**src/rtl/stack_ctrl.sv**
```systemverilog
// stack_ctrl: push/pop sequencer for a downward-growing stack in data memory.
// Owns the stack pointer (depth), runs one word transfer at a time over the
// shared data-memory port and stalls the ID stage while a request is in flight.
//
// Ports
//   clk, rst            rising-edge clock, asynchronous active-low reset
//   push_req, pop_req   request strobes from the control unit (IDLE only)
//   push_data           word to push, sampled with push_req
//   mem_ack, mem_rdata  memory completion pulse and read data
//   mem_addr, mem_wdata latched transfer address / write data
//   mem_we, mem_re      write / read request, held until ack or abort
//   pop_data, pop_valid popped word and its one-cycle valid pulse
//   stall               hold PC and ID stage
//   depth               number of stacked words
//   overflow, underflow one-cycle rejection pulses
//   mem_err             one-cycle pulse: transfer aborted on timeout
module stack_ctrl #(
  parameter int                DATA_W    = 32,
  parameter int                ADDR_W    = 8,
  parameter logic [ADDR_W-1:0] STACK_TOP = {ADDR_W{1'b1}},
  parameter int                DEPTH     = 16,
  parameter int                TIMEOUT   = 15
) (
  input  logic              clk,
  input  logic              rst,
  input  logic              push_req,
  input  logic              pop_req,
  input  logic [DATA_W-1:0] push_data,
  input  logic              mem_ack,
  input  logic [DATA_W-1:0] mem_rdata,
  output logic [ADDR_W-1:0] mem_addr,
  output logic [DATA_W-1:0] mem_wdata,
  output logic              mem_we,
  output logic              mem_re,
  output logic [DATA_W-1:0] pop_data,
  output logic              pop_valid,
  output logic              stall,
  output logic [ADDR_W:0]   depth,
  output logic              overflow,
  output logic              underflow,
  output logic              mem_err
);

  localparam int TW = $clog2(TIMEOUT + 1);
  localparam logic [ADDR_W:0] FULL = (ADDR_W+1)'(DEPTH);

  typedef enum logic [1:0] {IDLE, PUSH, POP, BYPASS} state_t;

  state_t        state, state_n;
  logic [TW-1:0] tcnt;

  logic full, empty, swap, push_go, pop_go, timeout_hit;

  assign full        = (depth == FULL);
  assign empty       = (depth == '0);
  assign swap        = push_req & pop_req;
  assign push_go     = push_req & ~pop_req & ~full;
  assign pop_go      = pop_req & ~push_req & ~empty;
  // Last permitted ack-less cycle: abort instead of counting on.
  assign timeout_hit = (tcnt == TW'(TIMEOUT - 1)) & ~mem_ack;

  assign mem_we = (state == PUSH);
  assign mem_re = (state == POP);
  // Stall covers the request cycle too so the requester holds until done;
  // gated by reset so every output reads 0 while reset is asserted.
  assign stall  = rst & ((state != IDLE) | swap | push_go | pop_go);

  always_comb begin
    state_n = state;
    case (state)
      IDLE: begin
        if (swap)         state_n = BYPASS;
        else if (push_go) state_n = PUSH;
        else if (pop_go)  state_n = POP;
      end
      PUSH, POP: if (mem_ack || timeout_hit) state_n = IDLE;
      BYPASS:    state_n = IDLE;
      default:   state_n = IDLE;
    endcase
  end

  always_ff @(posedge clk or negedge rst) begin
    if (!rst) begin
      state     <= IDLE;
      tcnt      <= '0;
      depth     <= '0;
      mem_addr  <= '0;
      mem_wdata <= '0;
      pop_data  <= '0;
      pop_valid <= 1'b0;
      overflow  <= 1'b0;
      underflow <= 1'b0;
      mem_err   <= 1'b0;
    end else begin
      state     <= state_n;
      pop_valid <= 1'b0;
      overflow  <= 1'b0;
      underflow <= 1'b0;
      mem_err   <= 1'b0;
      case (state)
        IDLE: begin
          tcnt <= '0;
          if (swap) begin
            pop_data  <= push_data;
            pop_valid <= 1'b1;
          end else if (push_req) begin
            if (full) overflow <= 1'b1;
            else begin
              mem_addr  <= STACK_TOP - depth[ADDR_W-1:0];
              mem_wdata <= push_data;
            end
          end else if (pop_req) begin
            if (empty) underflow <= 1'b1;
            else mem_addr <= STACK_TOP - depth[ADDR_W-1:0] + 1'b1;
          end
        end
        PUSH: begin
          if (mem_ack) begin
            depth <= depth + 1'b1;
            tcnt  <= '0;
          end else if (timeout_hit) begin
            mem_err <= 1'b1;
            tcnt    <= '0;
          end else tcnt <= tcnt + 1'b1;
        end
        POP: begin
          if (mem_ack) begin
            pop_data  <= mem_rdata;
            pop_valid <= 1'b1;
            depth     <= depth - 1'b1;
            tcnt      <= '0;
          end else if (timeout_hit) begin
            mem_err <= 1'b1;
            tcnt    <= '0;
          end else tcnt <= tcnt + 1'b1;
        end
        default: tcnt <= '0;
      endcase
    end
  end

endmodule

```
**config.mk**
```make
export PLATFORM = sky130hd
export DESIGN_NAME = stack_ctrl
export DESIGN_NICKNAME = d
export VERILOG_FILES = /design/src/rtl/stack_ctrl.sv
export SDC_FILE = /design/constraint.sdc
export NUM_CORES = 1
export LEC_CHECK = 0
export ABC_CLOCK_PERIOD_IN_PS = 2750
export BUFFER_PORTS_ARGS = -buffer_cell sky130_fd_sc_hd__buf_2
export CAP_MARGIN = 5
export CORE_ASPECT_RATIO = 1.2
export CORE_MARGIN = 2
export CORE_UTILIZATION = 40
export DETAILED_ROUTE_END_ITERATION = 10
export GPL_TIMING_DRIVEN = 0
export PLACE_DENSITY = 0.67
export SETUP_SLACK_MARGIN = 0.4
export SYNTH_ARGS = -nofsm -noshare
export SYNTH_HDL_FRONTEND = slang
export SYNTH_SLANG_ARGS = --single-unit
```
**constraint.sdc**
```tcl
create_clock -name clk -period 2.75 [get_ports clk]
set_input_delay 0.4125 -clock clk [delete_from_list [all_inputs] [get_ports clk]]
set_output_delay 0.4125 -clock clk [all_outputs]
set_load 0.02 [all_outputs]
```
==> results.json <==
{
  "status": "completed",
  "ys_warn_count": 0,
  "final_cells": 767,
  "clockBufferDepth": 2,
  "min_period_ns": 2.50,
  "final_area_um2": 6370,
  "wire_per_inst_um": 16.7,
  "hold_path_end": "mem_err",
  "arrival_ns": 2.76,
  "die_area_um2": 12700,
  "ys_seq_elements": 91,
  "synth_edf_count": 0,
  "rsz0062_at_grt": "yes",
  "cts_inserted_buffers": 9,
  "reg2reg_to": "depth[6]",
  "antenna_found_initial": 0,
  "rr_startpoint": "state[1]",
  "dp_hpwl_um": 9130,
  "hp-class": "input port to flip-flop",
  "vias": 3929,
  "postSynthNetCount": 495,
  "path_max_fanout": 3,
  "area_growth_pct": 35.2,
  "critPathBufInv": 3,
  "async_flop_share": 1.00,
  "num_rows": 43,
  "drcViolationCount": 0,
  "ant_nets": 0,
  "htreeDepth": 3,
  "grt_start_max_net_pins": 71,
  "coreArea_um2": 11500,
  "max_slew_margin": 0.505,
  "worst-slew-pin-transition_ns": 0.736,
  "clkSinkCount": 91,
  "drt_iter0_drc": 148,
  "crit_chain": "ha_4 > buf_6 > buf_8 > buf_12 > xor2_1 > ha_2 > a21boi_2 > o22a_1 > a2111o_1 > a31oi_1 > xor2_1",
  "die_w_um": 103,
  "root_buffer": "clkbuf_16",
  "netlist-cell-type-count": 49,
  "dp_cells": 731,
  "crit_slowest_cell": "a2111o_1",
  "hold_path_depth": 2,
  "cpMostUsedCell": "xor2_1",
  "die_h_um": 123,
  "diodes": 0,
  "maxCapViolCount": 0,
  "cts_tree": "done",
  "place_congestion": 0.899,
  "netlist_instances": 417,
  "setup_ws_ns": 0.253,
  "grt_usage": 0.204,
  "syn_area_um2": 4710,
  "synth_ff_type": "dfrtp_1",
  "grt_pass1_wl_um": 20100,
  "pwr_density_cell_nw_per_um2": 1310,
  "r2r_slack_ns": 0.25,
  "fmaxAchievable_ghz": 0.400,
  "path_clk_slew_ns": 0.06,
  "crit_type": "flip-flop to flip-flop",
  "r2r_cells": 11,
  "skew_ns": 0.00614,
  "finalCritPeriodShare": 0.908,
  "ioPinCount": 157,
  "grt_pass1_vias": 4026,
  "wl_um": 12800,
  "worstSkewPairLatency_ns": 0.33,
  "portBuffers": 156,
  "hold_path_startpoint": "mem_ack",
  "hold_violations": 0,
  "p_leak_nw": 3.01,
  "final_nets": 684,
  "crit_path_end_kind": "flip-flop",
  "start_kind": "flip-flop",
  "pre_cts_slack_ns": 0.141,
  "start_util": 0.409,
  "cp.required_ns": 3.01,
  "layout_commonest_cell": "buf_2",
  "drtPass1Iterations": 6,
  "via_per_inst": 5.12,
  "final_cell_mix": "buf_2 (166), dfrtp_1 (90), nor2_1 (51), a21oi_1 (38), mux2i_1 (33)",
  "dpl_cell_area_um2": 5760,
  "ir_drop_mv": 0.597,
  "grt_overflow": 0,
  "fin_util": 0.553,
  "synth_area_per_cell_um2": 11.3,
  "slew_viol_final": 0,
  "drive_gt1_frac": 0.461,
  "setup_viol": 0,
  "cp_slowest_stage_delay_ns": 0.44,
  "yosysSeqAreaShare": 0.483,
  "critPathTopFamily": "compound AO/OA/AOI/OAI gates"
}
==> worst reg2reg max path, stage by stage, from the launching register on <==
cell and delay, ns:
dfrtp_2 0.43, ha_4 0.17, buf_6 0.11, buf_8 0.11, buf_12 0.11, xor2_1 0.14, ha_2 0.21, a21boi_2 0.15
o22a_1 0.21, a2111o_1 0.44, a31oi_1 0.18, xor2_1 0.16
==> per-stage QoR <==
stage               hold WS (ns)  total power (W)  setup TNS (ns)
floorplan                  0.117          0.00537               0
global placement           0.481          0.00657          -0.134
detailed placement         0.334          0.00669               0
CTS                        0.285          0.00824               0
global route               0.308          0.00889               0
finish                     0.313          0.00835               0
==> synthesized netlist by cell type, types with 2 or more instances <==
library cell / number / area share
mux2i_1: 33 / 0.070
dfrtp_1: 91 / 0.48
a221oi_1: 4 / 0.0074
nor2_1: 51 / 0.041
nand4_1: 2 / 0.0027
xnor2_1: 7 / 0.013
a21boi_0: 3 / 0.0048
a21oi_1: 42 / 0.045
nand2_1: 9 / 0.0072
o21ai_0: 11 / 0.012
o211ai_1: 2 / 0.0032
o21bai_1: 2 / 0.0032
buf_2: 18 / 0.019
inv_1: 9 / 0.0072
clkbuf_1: 7 / 0.0056
ha_1: 9 / 0.024
mux2_4: 30 / 0.096
xor2_1: 12 / 0.022
a31oi_1: 2 / 0.0027
nand3_1: 9 / 0.0096
nand2b_1: 3 / 0.0040
nor3b_1: 2 / 0.0032
o22ai_1: 2 / 0.0027
a32o_1: 2 / 0.0042
nor2b_1: 3 / 0.0040
nor3_1: 6 / 0.0064
buf_6: 2 / 0.0048
mux2_2: 12 / 0.029
buf_12: 3 / 0.013
and2_1: 3 / 0.0040
and3_1: 4 / 0.0053
nor4_1: 5 / 0.0066
==> power by group <==
group,internal [W],switching (W)
sequential,0.00198,0.000407
clock,0.000727,0.000509
combinational,0.00206,0.00267
total,0.00476,0.00359
==> worst max-delay path by stage <==
| stage | startpoint | cells past startpoint | to |
|---|---|---|---|
| 6_report | state[1] | 11 | depth[6] |
| 5_1_grt | depth[0] | 9 | stall |
| 4_1_cts | state[1] | 11 | depth[6] |
| 3_5_place_dp | state[0] | 12 | depth[6] |
| 3_3_place_gp | rst | 3 | stall |
| 2_1_floorplan | state[1] | 11 | depth[6] |
==> logic make-up after synthesis <==
logic type / Yosys count / synth area share
muxes: 75 / 0.194
AOI/OAI and AO/OA: 77 / 0.0977
and+or+nand+nor: 106 / 0.115
xor gates and xnor gates: 19 / 0.0353
adders and majority gates: 9 / 0.0239
DFF: 91 / 0.483
buffers and inverters: 40 / 0.0502
==> state kept, by name (all words and copies together) (netlist names) <==
| name | count |
|---|---|
| mem_addr | 8 |
| state | 2 |
| underflow | 1 |
| overflow | 1 |
| pop_data | 32 |
| mem_wdata | 32 |
| tcnt | 4 |
| depth | 9 |
| pop_valid | 1 |
| mem_err | 1 |
==> routing by layer <==
metal  track usage  wire length [µm]  up-vias
met2         0.344              6490      154
met5             0                 0        -
met1         0.247              5130     1917
li1              -                 -     1837
met3        0.0543               868       21
met4        0.0814               296        0
==> cell type report <==
cell class | count | area (µm²)
Buffer | 31 | 274
Clock buffer | 10 | 239
Clock inverter | 5 | 61.3
Fill cell | 1081 | 5140
Inverter | 9 | 38.8
Multi-Input combinational cell | 286 | 2270
Sequential cell | 91 | 2280
Tap cell | 157 | 196
Timing Repair Buffer | 178 | 1010
==> repair_timing <==
item	in CTS	in global routing
cloned	0	1
hold buffers	1	0
pin swaps	14	6
buffers inserted	16	3
gates resized for setup	25	21
setup endpoints to repair	22	71
endpoints found under the hold margin	21	0
Note: power is estimated with default switching activity, not from simulation.
